**src/rtl/riscv_test_monitor.sv**
```systemverilog
// Test-completion monitor: watches per-hart store channels for tohost writes and
// reports PASS / FAIL / TIMEOUT along with the cycle count spent running.

module riscv_test_monitor_hart #(
   parameter int                ADDR_W      = 16,
   parameter int                DATA_W      = 32,
   parameter logic [ADDR_W-1:0] TOHOST_ADDR = 'h1000
) (
   input  logic              vld,
   input  logic [ADDR_W-1:0] addr,
   input  logic [DATA_W-1:0] data,
   output logic              pass_hit,
   output logic              fail_hit
);
   logic tohost;

   // Even data values are not completion codes and are ignored.
   always_comb begin
      tohost   = vld && (addr == TOHOST_ADDR);
      pass_hit = tohost && (data == DATA_W'(1));
      fail_hit = tohost && data[0] && (data != DATA_W'(1));
   end
endmodule

module riscv_test_monitor #(
   parameter int                NUM_HARTS   = 1,
   parameter int                ADDR_W      = 16,
   parameter int                DATA_W      = 32,
   parameter logic [ADDR_W-1:0] TOHOST_ADDR = 'h1000,
   parameter int                TIMEOUT     = 5000,
   parameter int                CNT_W       = 32
) (
   input  logic                        clk,
   input  logic                        rst,
   input  logic                        start,
   input  logic [NUM_HARTS-1:0]        st_valid,
   input  logic [NUM_HARTS*ADDR_W-1:0] st_addr,
   input  logic [NUM_HARTS*DATA_W-1:0] st_data,
   output logic                        busy,
   output logic                        done,
   output logic                        pass,
   output logic                        timeout,
   output logic [2:0]                  fail_hart,
   output logic [DATA_W-2:0]           fail_code,
   output logic [NUM_HARTS-1:0]        pass_mask,
   output logic [CNT_W-1:0]            cycles
);
   localparam logic [2:0] S_IDLE = 3'd0;
   localparam logic [2:0] S_RUN  = 3'd1;
   localparam logic [2:0] S_PASS = 3'd2;
   localparam logic [2:0] S_FAIL = 3'd3;
   localparam logic [2:0] S_TO   = 3'd4;

   localparam logic [CNT_W-1:0] TO_LIM = CNT_W'(TIMEOUT - 1);

   logic [2:0]           state_q,     state_d;
   logic [CNT_W-1:0]     cycles_q,    cycles_d;
   logic [NUM_HARTS-1:0] pass_mask_q, pass_mask_d;
   logic [2:0]           fail_hart_q, fail_hart_d;
   logic [DATA_W-2:0]    fail_code_q, fail_code_d;

   logic [NUM_HARTS-1:0] pass_hits, fail_hits;
   logic [NUM_HARTS-1:0] mask_nxt;
   logic                 fail_any;
   logic [2:0]           sel_hart;
   logic [DATA_W-2:0]    sel_code;
   logic [CNT_W-1:0]     cyc_inc;

   for (genvar h = 0; h < NUM_HARTS; h++) begin : g_hart
      riscv_test_monitor_hart #(
         .ADDR_W      (ADDR_W),
         .DATA_W      (DATA_W),
         .TOHOST_ADDR (TOHOST_ADDR)
      ) u_hart (
         .vld      (st_valid[h]),
         .addr     (st_addr[h*ADDR_W +: ADDR_W]),
         .data     (st_data[h*DATA_W +: DATA_W]),
         .pass_hit (pass_hits[h]),
         .fail_hit (fail_hits[h])
      );
   end

   // Scan from the top so the lowest failing hart is the one left selected.
   always_comb begin
      fail_any = |fail_hits;
      sel_hart = '0;
      sel_code = '0;
      for (int h = NUM_HARTS - 1; h >= 0; h--) begin
         if (fail_hits[h]) begin
            sel_hart = 3'(h);
            sel_code = st_data[h*DATA_W + 1 +: DATA_W - 1];
         end
      end
   end

   always_comb begin
      state_d     = state_q;
      cycles_d    = cycles_q;
      pass_mask_d = pass_mask_q;
      fail_hart_d = fail_hart_q;
      fail_code_d = fail_code_q;
      cyc_inc     = (&cycles_q) ? cycles_q : cycles_q + CNT_W'(1);
      mask_nxt    = pass_mask_q | pass_hits;
      case (state_q)
         S_IDLE, S_PASS, S_FAIL, S_TO: begin
            if (start) begin
               state_d     = S_RUN;
               cycles_d    = '0;
               pass_mask_d = '0;
               fail_hart_d = '0;
               fail_code_d = '0;
            end
         end
         S_RUN: begin
            // The deciding cycle is counted, so cycles equals RUN cycles on exit.
            cycles_d    = cyc_inc;
            pass_mask_d = mask_nxt;
            if (fail_any) begin
               state_d     = S_FAIL;
               fail_hart_d = sel_hart;
               fail_code_d = sel_code;
            end else if (&mask_nxt) begin
               state_d = S_PASS;
            end else if (cycles_q == TO_LIM) begin
               state_d = S_TO;
            end
         end
         default: state_d = S_IDLE;
      endcase
   end

   always_ff @(posedge clk or negedge rst) begin
      if (!rst) begin
         state_q     <= S_IDLE;
         cycles_q    <= '0;
         pass_mask_q <= '0;
         fail_hart_q <= '0;
         fail_code_q <= '0;
      end else begin
         state_q     <= state_d;
         cycles_q    <= cycles_d;
         pass_mask_q <= pass_mask_d;
         fail_hart_q <= fail_hart_d;
         fail_code_q <= fail_code_d;
      end
   end

   always_comb begin
      busy      = (state_q == S_RUN);
      pass      = (state_q == S_PASS);
      timeout   = (state_q == S_TO);
      done      = pass || timeout || (state_q == S_FAIL);
      fail_hart = fail_hart_q;
      fail_code = fail_code_q;
      pass_mask = pass_mask_q;
      cycles    = cycles_q;
   end
endmodule
```
**config.mk**
```make
export PLATFORM = sky130hd
export DESIGN_NAME = riscv_test_monitor
export DESIGN_NICKNAME = d
export VERILOG_FILES = /design/src/rtl/riscv_test_monitor.sv
export SDC_FILE = /design/constraint.sdc
export NUM_CORES = 1
export LEC_CHECK = 0
export CORE_ASPECT_RATIO = 1.1
export CORE_MARGIN = 2
export CORE_UTILIZATION = 25
export CTS_BUF_LIST = sky130_fd_sc_hd__clkbuf_8
export DETAILED_ROUTE_END_ITERATION = 8
export SLEW_MARGIN = 20
export SYNTH_ARGS = -nofsm -noshare
export SYNTH_HDL_FRONTEND = slang
export SYNTH_SLANG_ARGS = --single-unit
```
**constraint.sdc**
```tcl
create_clock -name clk -period 3.3 [get_ports clk]
set_clock_uncertainty 0.05 [all_clocks]
set_input_delay 0.66 -clock clk [delete_from_list [all_inputs] [get_ports clk]]
set_output_delay 0.66 -clock clk [all_outputs]
set_load 0.02 [all_outputs]
```
# Word level (Yosys, flattened, before mapping)
# Index checks and enable logic that the tools add are counted.
# op_classes
bitwise	1
eq_ne	12
muxes	16
n_reduce_logical	14
addsub	1
# ops
op	n
$mux W32	2
$pmux W32 S2	1
$mux W31	2
$pmux W31 S2	1
$add A32 B1 Y32 const B	1
$eq A32 B1 Y1 const B	1
$eq A32 B13 Y1 const B	1
$ne A32 B1 Y1 const B	1
$reduce_and A32 Y1	1
$mux W3	6
$eq A16 B13 Y1 const B	1
$pmux W3 S2	2
$eq A3 B2 Y1 const B	2
$reduce_and A3 Y1	2
$logic_and A1 B1 Y1	4
$ne A2 B2 Y1 const B	2
$ne A4 B1 Y1 const B	1
$reduce_and A2 Y1	2
$reduce_or A4 Y1	1
$eq A3 B1 Y1 const B	1
$eq A3 B3 Y1 const B	1
$logic_not A3 Y1	1
$logic_or A1 B1 Y1	2
$ne A2 B1 Y1 const B	1
other kinds (4)	4
# totals
output_inout_bits	71
ff_bits	70

# Depth between registers and ports, before layout
# logic_depth
ltp_word	7
ltp_mapped	9
mapped_depth_nobuf	6

# Hierarchy
# From an unflattened synthesis, not the netlist that was laid out.
# unflattened
cells_unflattened	370
hier_area_um2	3707.3
# by_module_without_submodules
mod	instances	cells_per_inst	area_per_inst_um2
riscv_test_monitor	1	350	3537.1
riscv_test_monitor_hart	1	20	170.2

# Worst setup path before layout
# Ideal clock, no wire load.
# synth_timing
kind	input-to-reg
startpoint	in st_addr[5]
endpoint	reg fail_code_q[13], in the netlist fail_code[13]
required_ns	3.167
setup_slack_ns	0.661
stages	6
setup_time_ns	0.083
arrival_ns	2.506
cell_sequence	or4_1 -> or4_1 -> a2111oi_2 -> buf_2 -> nand2_1 -> o21ai_0
# synth_via
elab_chain_len	6
# synth_lines
item	line	text
from (decl)	37	input logic [NUM_HARTS*ADDR_W-1:0] st_addr,
$eq A16 B13 Y1	19	tohost = vld && (addr == TOHOST_ADDR);
$logic_and A1 B1 Y1	19	
$logic_and A1 B1 Y1 (2 in a row)	21	fail_hit = tohost && data[0] && (data != DATA_W'(1));
$ne A2 B1 Y1 (no source line)	-	
$reduce_and A3 Y1 (no source line)	-	
to (signal assigned)	144	fail_code_q <= fail_code_d;
to (decl)	60	logic [DATA_W-2:0] fail_code_q, fail_code_d;
# Every way passes these cells.
# A chain may end at the register's enable or synchronous reset.

# Worst setup path after layout
# layout_timing
startpoint	reg state_q[1]
endpoint	out busy
# layout_via
elab_chain_len	1
# layout_lines
item	line	text
from (decl)	56	logic [2:0] state_q, state_d;
from (signal assigned)	140	state_q <= state_d;
$eq A3 B1 Y1	149	busy = (state_q == S_RUN);
to (decl)	39	output logic busy,
# Every way passes these cells.

==> flow_metrics.py <==
metrics = {
    "power": {
        "switching_share_pct": 31.6,
        "p_clk_share_pct": 34.2,
        "p_comb_share_pct": 21.3,
        "power_per_cell_area_nw_per_um2": 399,
        "pwr-share-seq_pct": 44.5,
        "p_int_w": 0.00143,
        "p_leak_nw": 1.98,
        "peakVddDrop_uv": 168,
        "switchingPower_w": 0.000660,
    },
    "floorplanning": {
        "die_h_um": 130,
        "rows": 46,
        "die_area_um2": 15400,
        "pin_count": 123,
        "die_x_um": 119,
        "core-area_um2": 14300,
        "start_util_pct": 25.3,
    },
    "logic_synthesis": {
        "synth_top_cells_by_area": "dfrtp_1 46%, nand2_1 8.9%, o21ai_0 4.0%",
        "postSynth.asyncResetShare_pct": 100,
        "synth_top_area_share_pct": 46.4,
        "synth_edf_count": 0,
        "yosysWarnings": 0,
        "yosysMostFrequentCell": "nand2_1",
        "synth_top_area_cell": "dfrtp_1",
        "ys_types": 51,
        "netlist_instances": 402,
        "synth.top_cells.by_count": "86 x nand2_1, 67 x dfrtp_1, 29 x o21ai_0",
        "synthesis.area_um2": 3610,
        "ys_seq_area_share_pct": 46.4,
        "synthFlopType": "dfrtp_1",
        "yosys_register_bits": 67,
        "synth_area_per_cell_um2": 8.99,
    },
    "clock_tree": {
        "insertion_delay_ps": 350,
        "clock-sinks": 67,
        "hold_buffers": 0,
        "cts_buffers": 9,
        "cts_resized": 0,
        "post_cts_buffers": 0,
        "cts.clk_slew.worst_paths_ps": 80,
        "htreeDepth": 3,
        "clockBufferDepth": 2,
        "root_buffer": "clkbuf_8",
        "cts_tree": "done",
    },
    "worst_setup_path": {
        "cp-start-kind": "register",
        "crit_fanout": 10,
        "crit_family": "buffers and inverters",
        "setup.worst_path.end_class": "output pin",
        "critPathBufInv": 2,
        "max_stage_delay_ps": 640,
        "arrival_ps": 2270,
        "crit_type": "reg2out",
        "r2r_slack_ps": 560,
        "worstSetupStartpoint": "state_q[1]$_DFFE_PN0P_",
        "path_cells": "or3b_1 > inv_1 > clkdlybuf4s50_1",
        "reg2reg_from": "state_q[1]$_DFFE_PN0P_",
        "crit_required_ps": 2590,
        "cp_slowest_cell": "clkdlybuf4s50_1",
        "reg2reg_to": "cycles[17]$_DFFE_PN0P_",
        "reg2reg_depth": 6,
    },
    "timing": {
        "final_max_slew_viol_count": 0,
        "rsz0062_at_grt": "false",
        "finalHoldViolations": 0,
        "fmax_ghz": 0.336,
        "worst_slew_pin_slew_ps": 773,
        "fin_crit_ps": 2980,
        "setup_violations": 0,
        "relSlewSlack_pct": 48.5,
        "period_share_pct": 90.2,
        "fin_tns_setup_ps": 0,
    },
    "route": {
        "routed_wl_mm": 11.7,
        "wl_met1_mm": 4.90,
        "drtPass1Iterations": 4,
        "wl_met2_mm": 5.74,
        "met3WireLength_um": 971,
        "top_layer": "met4",
        "wl_per_cell_um": 16.1,
        "drtIter0Drc": 196,
        "drc": 0,
        "postRouteAntennaNets": 0,
        "vias": 3653,
        "via_per_inst": 5.05,
    },
    "hold_path": {
        "hold_path_class": "in2async",
    },
    "placement": {
        "place.gp.congestion": 0.822,
        "dp_cells": 708,
        "hpwl_mm": 8.80,
        "port_buffers": 119,
        "dpl_cell_area_um2": 5040,
    },
    "grt": {
        "grt_max_degree": 36,
        "grt_pass1_vias": 3670,
        "grtUsageTotal_pct": 15.5,
        "grt_pass1_wl_mm": 19.1,
        "grt-ovfl-total": 0,
        "antenna_found_initial": 0,
    },
    "cells_and_area": {
        "final_cell_count_no_fill": 724,
        "layout-drive-gt1-share_pct": 9.02,
        "areaGrowthSynthToFinish_pct": 45.3,
        "fillers": 1506,
        "layout.nets": 580,
        "fin_area_um2": 5250,
        "num_antenna_cells": 0,
    },
    "run": {
        "drv_cap": 0,
    },
    "run_status": {
        "status": "finished clean",
    },
}
metal layers:
layer,vias up,GRT usage (%)
met5,-,0
met4,0,3.99
met3,6,5.16
met2,132,26.6
met1,1769,18.8
li1,1746,-
cell usage in the layout (no fill, tap or decap), types with 2 or more instances in the layout:
master,instances
dfrtp_1,67
o31ai_1,14
nand4_1,5
nand2b_1,7
or4_1,17
or3_1,9
nor4_1,16
clkbuf_8,10
o21ai_0,29
mux2i_1,2
o211ai_1,4
clkdlybuf4s50_1,118
nand3_1,16
o31a_1,2
nor3_1,6
a31oi_1,2
inv_1,3
nor2_1,12
o21a_1,3
o21ai_1,18
or2_2,2
conb_1,3
nand4b_1,2
nor4b_1,3
o41ai_1,2
and3_1,4
a21oi_2,8
a21oi_1,18
clkinvlp_4,4
o311ai_1,2
nand2_1,86
buf_4,13
and4_1,3
power by group through the flow:
stage / Clock, W / Combinational, W / Sequential (W)
after detailed placement: 0 / 0.000451 / 0.000945
final: 0.000715 / 0.000446 / 0.000931
after floorplan: 0 / 0.000175 / 0.000975
after global placement: 0 / 0.000448 / 0.000943
after CTS: 0.000734 / 0.000453 / 0.000929
after global routing: 0.000769 / 0.000480 / 0.000939
through the flow:
stage	utilization [%]	setup slack [ps]	hold slack [ps]	power, W
5_1_grt	36.8	191	368	0.00219
6_report	36.8	323	328	0.00209
2_1_floorplan	-	661	314	0.00115
4_1_cts	36.8	287	338	0.00212
3_3_place_gp	35.3	209	454	0.00139
3_5_place_dp	35.3	169	461	0.00140
cell type report:
cell class                 instances  area [µm²]  share of cell area [%]
inverter                           3        11.3                   0.215
timing repair buffer             133        1300                    24.8
clock buffer                      10         138                    2.62
multi-input combinational        313        1810                    34.5
sequential                        67        1680                    32.0
tap                              192         240                    4.58
clock inverter                     6        65.1                    1.24
worst max path at each step:
stage,end,slack [ps],cells after the start
4_1_cts,busy,290,3
5_1_grt,busy,190,3
6_report,busy,320,3
3_3_place_gp,fail_code[10]$_DFFE_PN0P_,210,7
2_1_floorplan,fail_code[13]$_DFFE_PN0P_,660,6
3_5_place_dp,fail_code[7]$_DFFE_PN0P_,170,7
sequential cells by signal (all words and copies together), names as in the netlist:
signal / flops
cycles: 32
fail_code: 31
pass_mask: 1
state_q: 3
logic make-up after synthesis:
family / synth area share, %
AO/OA/AOI/OAI: 20.2
adder cells (fa/ha/maj): 0.346
buffers and inverters: 3.95
flip-flops: 46.4
multiplexers: 0.554
other: 0.104
AND/OR/NAND/NOR: 28.5
No activity file was read; power rests on OpenSTA's default activity.
==> variant, RTL diff (same settings) <==
Make the reset (`rst`) synchronous in one clocked block.
--- a/src/rtl/riscv_test_monitor.sv
+++ b/src/rtl/riscv_test_monitor.sv
@@ -131,3 +131,3 @@
 
-   always_ff @(posedge clk or negedge rst) begin
+   always_ff @(posedge clk) begin
       if (!rst) begin
Formal check against the unedited RTL: differs if rst is asserted again (counterexample within 4 cycles, from zero or initial values and one cycle with rst low); with rst held inactive, the same outputs for 10 cycles.
==> variant against the unedited design <==
- synthesized area fell by 5.3%
- first-iteration DRC count is 17% higher
- power down 19%
- sequential power down 11%
- final area fell by 5.7%
- sequential cell count did not move
- routed wire length shrank 3.0%
- synthesized cell count rose by 5.0%
- critical path depth did not move
- worst setup slack improved by 0.13 ns
- largest cell class unchanged
==> variant: results <==
{
  "final_layout_size_suffix_gt1_share_pct": 7.25,
  "via_count_of_the_first_global_routing_pass": 3676,
  "yosys-mux-area-fraction_pct": 2.05,
  "area_of_placed_instances_um2": 4780,
  "worst_ir_drop_vdd_mv": 0.248,
  "netlist_top_cells_area": "dfxtp_1 (39%), a21oi_1 (7.8%), nand3_1 (6.4%), nand2_1 (5.4%), o31ai_1 (3.5%)",
  "gp_congestion": 0.830,
  "detailed_place_hpwl_um": 8340,
  "grt_start_max_net_pins": 37,
  "synth_fa_ha_area_share_pct": 0.366,
  "worstPathMaxFanout": 7,
  "yosys.cell_types.count": 54,
  "nFillCells": 1337,
  "finalWirelength_um": 11300,
  "most_numerous_cell_in_the_yosys_netlist": "dfxtp_1",
  "worstRegToRegCells": 5,
  "synth_seq_area_share_pct": 39.2,
  "status": "finished, final reports clean",
  "critPathArrivalTime_ns": 2.14,
  "insertion_delay_ns": 0.33,
  "initialDrtViolationCount": 229,
  "post_drt_via_cell_ratio": 5.24,
  "synth-async-reset-ratio_pct": 0,
  "relSlewSlack_pct": 50.0,
  "grt_pass1_wl_um": 18200
}
[variant: worst paths after layout]
check                                   from           end  slack, ns
worst min register to register  fail_code[5]  fail_code[5]       0.42
worst min-delay path            fail_code[5]  fail_code[5]       0.42
worst max register to register    state_q[0]     cycles[9]       0.83
worst max-delay path              state_q[0]          busy       0.45
[variant: area by class of cell]
| cell class | instances | area [µm²] | area share, % |
|---|---|---|---|
| clock buffer | 11 | 151 | 3.06 |
| clock inverter | 3 | 16.3 | 0.329 |
| inverter | 12 | 45.0 | 0.910 |
| multi-input combinational | 317 | 1900 | 38.3 |
| sequential | 67 | 1340 | 27.1 |
| tap | 184 | 230 | 4.65 |
| timing repair buffer | 128 | 1270 | 25.7 |
[variant: per-layer routing]
metal	up-vias	global-route usage (%)	part of all wire (%)
met4	0	4.75	1.2
li1	1818	-	-
met3	14	3.58	6.4
met2	120	26.2	49
met1	1829	18.8	43
met5	-	0	0
[variant: metrics by stage]
stage          std cells  setup WS (ns)  utilization, %
3_5_place_dp         708         0.0756            36.1
6_report             722          0.453            37.3
5_1_grt              722          0.244            37.3
2_1_floorplan        424          0.944               -
4_1_cts              722          0.432            37.3
3_3_place_gp         708          0.183            36.1
[variant: logic make-up after synthesis]
logic type / count (synthesis)
AOI/OAI and AO/OA: 101
adders and majority gates: 1
buffers and inverters: 40
DFF: 67
muxes: 7
other: 1
and+or+nand+nor: 205
[variant: critical path: cells and delay by family, from the launching register on]
| kind | cells | cell delay, ns |
|---|---|---|
| buffers and inverters | 2 | 0.86 |
| and+or+nand+nor | 1 | 0.51 |
| DFF | 1 | 0.44 |
[variant: where the power goes]
part	total [µW]	switching (µW)	leakage [µW]	internal, µW
Clock	614	312	0.0000885	302
Sequential	827	11.3	0.000540	815
Combinational	261	149	0.000921	113
Total	1700	472	0.00155	1230
